### src/rtl/stage3_sdf_butterfly.sv
// Stage-3 radix-2 DIF single-path delay-feedback butterfly.
// Delay line of 8 complex samples, frame of 16; drives the stage-3 twiddle
// ROM and multiplies the selected operand by the returned Q1.12 twiddle.
module stage3_sdf_butterfly #(
    parameter int DW = 16,
    parameter int TW = 14
) (
    input  logic                 clk,
    input  logic                 rst,
    input  logic                 din_valid,
    input  logic signed [DW-1:0] din_re,
    input  logic signed [DW-1:0] din_im,
    output logic [2:0]           rom_addr,
    input  logic [2*TW-1:0]      rom_dout,
    output logic                 dout_valid,
    output logic signed [DW-1:0] dout_re,
    output logic signed [DW-1:0] dout_im
);

    localparam int PW   = DW + TW;
    localparam int FRAC = 12;
    localparam logic signed [TW-1:0] TW_ONE = TW'(4096);

    logic [3:0]           cnt;
    logic                 primed;
    logic signed [DW-1:0] fifo_re [8];
    logic signed [DW-1:0] fifo_im [8];

    logic signed [DW-1:0] f_re, f_im;
    logic signed [DW:0]   sum_re, sum_im, dif_re, dif_im;
    logic signed [DW-1:0] push_re, push_im, opnd_re, opnd_im;

    logic                 s1_valid, s1_half;
    logic signed [DW-1:0] s1_re, s1_im;
    logic                 s2_valid, s2_half;
    logic signed [DW-1:0] s2_re, s2_im;
    logic signed [TW-1:0] tw_re, tw_im;
    logic                 s3_valid;
    logic signed [PW-1:0] p_rr, p_ii, p_ri, p_ir;
    logic signed [PW:0]   acc_re, acc_im;

    // Drop the Q1.12 fraction and clamp to the DW-bit output range.
    function automatic logic signed [DW-1:0] sat(input logic signed [PW:0] v);
        logic signed [PW:0] sh;
        sh = v >>> FRAC;
        if ((&sh[PW:DW-1]) || !(|sh[PW:DW-1]))
            return DW'(sh);
        else if (sh[PW])
            return {1'b1, {(DW-1){1'b0}}};
        else
            return {1'b0, {(DW-1){1'b1}}};
    endfunction

    assign f_re = fifo_re[7];
    assign f_im = fifo_im[7];

    // Butterfly: first half stores the input and forwards the stored difference,
    // second half stores the halved difference and forwards the halved sum.
    always_comb begin
        sum_re  = {f_re[DW-1], f_re} + {din_re[DW-1], din_re};
        sum_im  = {f_im[DW-1], f_im} + {din_im[DW-1], din_im};
        dif_re  = {f_re[DW-1], f_re} - {din_re[DW-1], din_re};
        dif_im  = {f_im[DW-1], f_im} - {din_im[DW-1], din_im};
        push_re = din_re;
        push_im = din_im;
        opnd_re = f_re;
        opnd_im = f_im;
        if (cnt[3]) begin
            push_re = DW'(dif_re >>> 1);
            push_im = DW'(dif_im >>> 1);
            opnd_re = DW'(sum_re >>> 1);
            opnd_im = DW'(sum_im >>> 1);
        end
    end

    // Sample counter, priming flag, delay line and ROM address advance only on accepted samples.
    always_ff @(posedge clk) begin
        if (rst) begin
            cnt      <= '0;
            primed   <= 1'b0;
            rom_addr <= '0;
            for (int i = 0; i < 8; i++) begin
                fifo_re[i] <= '0;
                fifo_im[i] <= '0;
            end
        end else if (din_valid) begin
            cnt      <= cnt + 4'd1;
            rom_addr <= cnt[2:0];
            if (cnt == 4'd7)
                primed <= 1'b1;
            fifo_re[0] <= push_re;
            fifo_im[0] <= push_im;
            for (int i = 1; i < 8; i++) begin
                fifo_re[i] <= fifo_re[i-1];
                fifo_im[i] <= fifo_im[i-1];
            end
        end
    end

    // Capture the operand; priming is folded into the valid bit here.
    always_ff @(posedge clk) begin
        if (rst) begin
            s1_valid <= 1'b0;
            s1_half  <= 1'b0;
            s1_re    <= '0;
            s1_im    <= '0;
        end else begin
            s1_valid <= din_valid & primed;
            s1_half  <= cnt[3];
            s1_re    <= opnd_re;
            s1_im    <= opnd_im;
        end
    end

    // Delay the operand one cycle so it meets the registered ROM output.
    always_ff @(posedge clk) begin
        if (rst) begin
            s2_valid <= 1'b0;
            s2_half  <= 1'b0;
            s2_re    <= '0;
            s2_im    <= '0;
        end else begin
            s2_valid <= s1_valid;
            s2_half  <= s1_half;
            s2_re    <= s1_re;
            s2_im    <= s1_im;
        end
    end

    // Second-half samples bypass the ROM with a unity twiddle.
    always_comb begin
        tw_re = rom_dout[2*TW-1:TW];
        tw_im = rom_dout[TW-1:0];
        if (s2_half) begin
            tw_re = TW_ONE;
            tw_im = '0;
        end
    end

    // Register the four partial products.
    always_ff @(posedge clk) begin
        if (rst) begin
            s3_valid <= 1'b0;
            p_rr     <= '0;
            p_ii     <= '0;
            p_ri     <= '0;
            p_ir     <= '0;
        end else begin
            s3_valid <= s2_valid;
            p_rr     <= PW'(s2_re) * PW'(tw_re);
            p_ii     <= PW'(s2_im) * PW'(tw_im);
            p_ri     <= PW'(s2_re) * PW'(tw_im);
            p_ir     <= PW'(s2_im) * PW'(tw_re);
        end
    end

    // Combine products at full width before scaling.
    always_comb begin
        acc_re = {p_rr[PW-1], p_rr} - {p_ii[PW-1], p_ii};
        acc_im = {p_ri[PW-1], p_ri} + {p_ir[PW-1], p_ir};
    end

    // Output register holds the last valid result between samples.
    always_ff @(posedge clk) begin
        if (rst) begin
            dout_valid <= 1'b0;
            dout_re    <= '0;
            dout_im    <= '0;
        end else begin
            dout_valid <= s3_valid;
            if (s3_valid) begin
                dout_re <= sat(acc_re);
                dout_im <= sat(acc_im);
            end
        end
    end

endmodule

### config.mk
export PLATFORM = sky130hd
export DESIGN_NAME = stage3_sdf_butterfly
export DESIGN_NICKNAME = d
export VERILOG_FILES = /design/src/rtl/stage3_sdf_butterfly.sv
export SDC_FILE = /design/constraint.sdc
export NUM_CORES = 2
export LEC_CHECK = 0
export ABC_AREA = 1
export BUFFER_PORTS_ARGS = -buffer_cell sky130_fd_sc_hd__buf_4
export CAP_MARGIN = 10
export CORE_ASPECT_RATIO = 0.75
export CORE_MARGIN = 2
export CORE_UTILIZATION = 45
export DETAILED_ROUTE_END_ITERATION = 16
export HOLD_SLACK_MARGIN = 0.12
export PLACE_DENSITY_LB_ADDON = 0.08
export SYNTH_ARGS = -nofsm -noshare
export SYNTH_HDL_FRONTEND = slang
export SYNTH_SLANG_ARGS = --single-unit
### constraint.sdc
create_clock -name clk -period 6.6 [get_ports clk]
set_input_delay 0.33 -clock clk [delete_from_list [all_inputs] [get_ports clk]]
set_output_delay 0.33 -clock clk [all_outputs]
set_load 0.02 [all_outputs]
==> flow_metrics.py <==
metrics = {
    "status": {
        "status": "complete, no violations",
    },
    "clock_network": {
        "post_cts_buffers": 0,
        "clkTransAtPathRegs_ns": 0.07,
        "cts_max_path_buffers": 3,
        "numCtsBuffers": 54,
        "htreeDepth": 2,
        "cts_root_buffer": "clkbuf_16",
        "clkSinkCount": 486,
        "insertion_delay_ns": 0.71,
        "cts_tree": "built",
    },
    "place": {
        "dp_cells": 8776,
        "place_hpwl_mm": 137,
        "io_buffers": 98,
        "place_congestion": 0.902,
        "post-place-ws_ns": 0.208,
    },
    "cells_and_area": {
        "final_cells": 8902,
        "drive_gt1_share_pct": 7.13,
        "fin_nets": 8534,
        "final_core_util_pct": 49.9,
        "area_growth_pct": 10.3,
    },
    "global_route": {
        "grt_pass1_wl_mm": 264,
        "grt_max_degree": 108,
        "grt_pass1_vias": 45500,
        "grt_overflow": 0,
        "antenna_found_initial": 2,
        "grt_use_total_pct": 26.3,
    },
    "drt": {
        "via_count": 44300,
        "drt_iter0_drc": 3118,
        "wirelength_mm": 166,
        "drc": 0,
        "final_antenna_net_count": 0,
        "routedWlPerCell_um": 18.7,
        "routed_via_density": 4.97,
        "dr.pass1.iters": 6,
    },
    "synth": {
        "synth_cells": 7028,
        "synth-main-ff-cell": "edfxtp_1",
        "netlist_area_um2": 57000,
        "synth_seq_cells": 486,
        "synth_cell_types": 50,
        "async_reset_ff_share_pct": 0,
        "syn_nets": 8374,
        "yosysSeqAreaShare_pct": 21.5,
        "synth_edf_count": 256,
        "synth_top_cell_by_area": "fa_1",
        "synth.area.top_cells": "fa_1 (31%), edfxtp_1 (13%), inv_1 (12%), ha_1 (8.8%), dfxtp_1 (8.1%)",
        "yosys_warnings": 0,
        "yosysTopAreaCellShare_pct": 30.9,
        "avgSynthCellArea_um2": 8.12,
    },
    "critical_path": {
        "start_kind": "flop",
        "crit_type": "flop to flop",
        "critPathRequiredTime_ns": 7.23,
        "worstPathArrival_ns": 6.94,
        "crit_fanout": 27,
        "crit_path_end_kind": "flop",
    },
    "pwr": {
        "powerDensity_nw_per_um2": 229,
        "p_leak_nw": 31.9,
        "vdd_drop_max_v": 0.000223,
    },
    "timing": {
        "hold_viol": 0,
        "worst_pin_slew_ns": 1.04,
        "clock.fmax_ghz": 0.158,
        "maxSlewHeadroom_pct": 30.7,
        "whs_ns": 0.168,
        "period_share_pct": 95.6,
        "fin_worst_skew_ns": 0.0484,
        "period_needed_ns": 6.31,
        "setup_slack_ns": 0.287,
        "finalSetupViolations": 0,
        "slew_violations": 0,
    },
    "flow_run": {
        "max_cap_viol_count": 0,
    },
    "die": {
        "num_rows": 113,
        "die_w_um": 415,
        "initial_utilization_pct": 45.2,
        "dieArea_um2": 130000,
        "die_y_um": 312,
        "io_pins": 99,
        "coreArea_um2": 126000,
    },
    "hold_path": {
        "hold_class": "input pin to flop",
    },
}
-- metal layers --
metal  vias up  routed length, µm  GRT usage, %  share of wire (%)
met5         -                  0             0                  0
met4         0               4900          7.06                2.9
met3       217              11200          4.36                6.8
met2      1224              71800          40.7                 43
met1     21600              78300          38.3                 47
li1      21200                  -             -                  -
-- power breakdown --
group	total, mW	switching, mW	internal (mW)	leakage [nW]
Combinational	7.46	4.82	2.64	26.3
Sequential	3.75	0.229	3.52	4.72
Clock	3.21	1.40	1.81	0.906
-- worst paths after layout --
check                           cells after the start             to      start  slack, ns
worst max-delay path                               23       p_ri[29]    s2_half       0.29
worst min-delay path                                5  fifo_im[0][3]  din_im[3]       0.17
worst max register to register                     23       p_ri[29]    s2_half       0.29
worst min register to register                      2       s2_im[5]   s1_im[5]       0.38
-- critical path, stage by stage (launching register included) --
cell and delay, ns:
dfxtp_1 0.33, inv_2 0.07, buf_12 0.18, nand2_1 0.21, nor2_1 0.21, inv_1 0.12, fa_2 0.66, fa_2 0.47
buf_4 0.19, fa_1 0.49, inv_1 0.06, fa_1 0.53, inv_1 0.05, fa_1 0.45, fa_1 0.51, inv_1 0.04
ha_1 0.34, a21oi_1 0.20, o21ai_0 0.18, a211oi_2 0.32, o21ai_0 0.17, a21oi_2 0.24, o21ai_0 0.11, a21oi_1 0.15
-- layout by cell type (no fill, tap or decap), types with 30 or more instances in the layout --
cell / synthesis / final
inv_1: 1760 / 1756
nor2_1: 1115 / 1113
nand2_1: 1018 / 1016
fa_1: 880 / 875
ha_1: 403 / 403
a21oi_1: 341 / 338
buf_4: 0 / 300
edfxtp_1: 256 / 256
o21ai_0: 259 / 254
dfxtp_1: 230 / 229
nand3_1: 106 / 106
xor2_1: 54 / 54
clkbuf_16: 0 / 54
xnor2_1: 46 / 46
nand2_2: 31 / 32
nor3_1: 33 / 32
nor2_2: 28 / 30
o211ai_1: 30 / 30
-- Yosys cell counts (21+ instances only) --
| master | count |
|---|---|
| o211ai_1 | 30 |
| edfxtp_1 | 256 |
| ha_1 | 403 |
| nor3_1 | 33 |
| inv_1 | 1760 |
| fa_1 | 880 |
| o21bai_1 | 24 |
| o21ai_0 | 259 |
| nand2_1 | 1018 |
| nor2_1 | 1115 |
| xnor2_1 | 46 |
| clkbuf_1 | 213 |
| nor2_2 | 28 |
| nand4_1 | 25 |
| dfxtp_1 | 230 |
| nand3_1 | 106 |
| a21oi_1 | 341 |
| xor2_1 | 54 |
| o21a_1 | 21 |
| nand2_2 | 31 |
-- final cells by class --
type                       count  area (µm²)
inverter                    1785        6720
clock inverter                40         474
fill                       12500       63300
timing repair buffer         338        2770
multi-input combinational   4523       37200
clock buffer                  62        1390
antenna                        1        2.50
tap                         1667        2090
sequential                   486       12300
-- per-stage QoR --
stage	instance area, µm²	total power [mW]	TNS [ns]
2_1_floorplan	57000	9.07	0
3_3_place_gp	60800	11.2	0
3_5_place_dp	60800	11.3	0
4_1_cts	62900	14.6	0
5_1_grt	62900	15.7	-0.0409
6_report	62900	14.4	0
-- sequential cells by signal, indices dropped and copies added, names as in the netlist, 3 cells and up --
register,flops
fifo_im,128
fifo_re,128
p_ii,30
p_ir,30
p_ri,30
p_rr,30
dout_im,16
dout_re,16
s1_im,16
s1_re,16
s2_im,16
s2_re,16
cnt,4
rom_addr,3
-- timing repair --
| action | CTS | global route |
|---|---|---|
| hold endpoints to repair | 26 | 0 |
| gates resized for setup | 0 | 27 |
| hold buffers | 23 | 0 |
| endpoints found under the setup margin | 0 | 21 |
-- cells by family (layout without fill, tap and decap cells) --
logic type      count (synthesis)  in the layout  synth area share, %
other cells                     0              1                    0
simple gates                 2393           2393                 16.7
compound gates                747            747                 7.15
xor+xnor                      100            100                 1.54
fa+ha+maj                    1283           1283                 39.7
buf+inv                      2019           2225                 13.4
flops                         486            486                 21.5
Power figures use the tool's default switching activity.
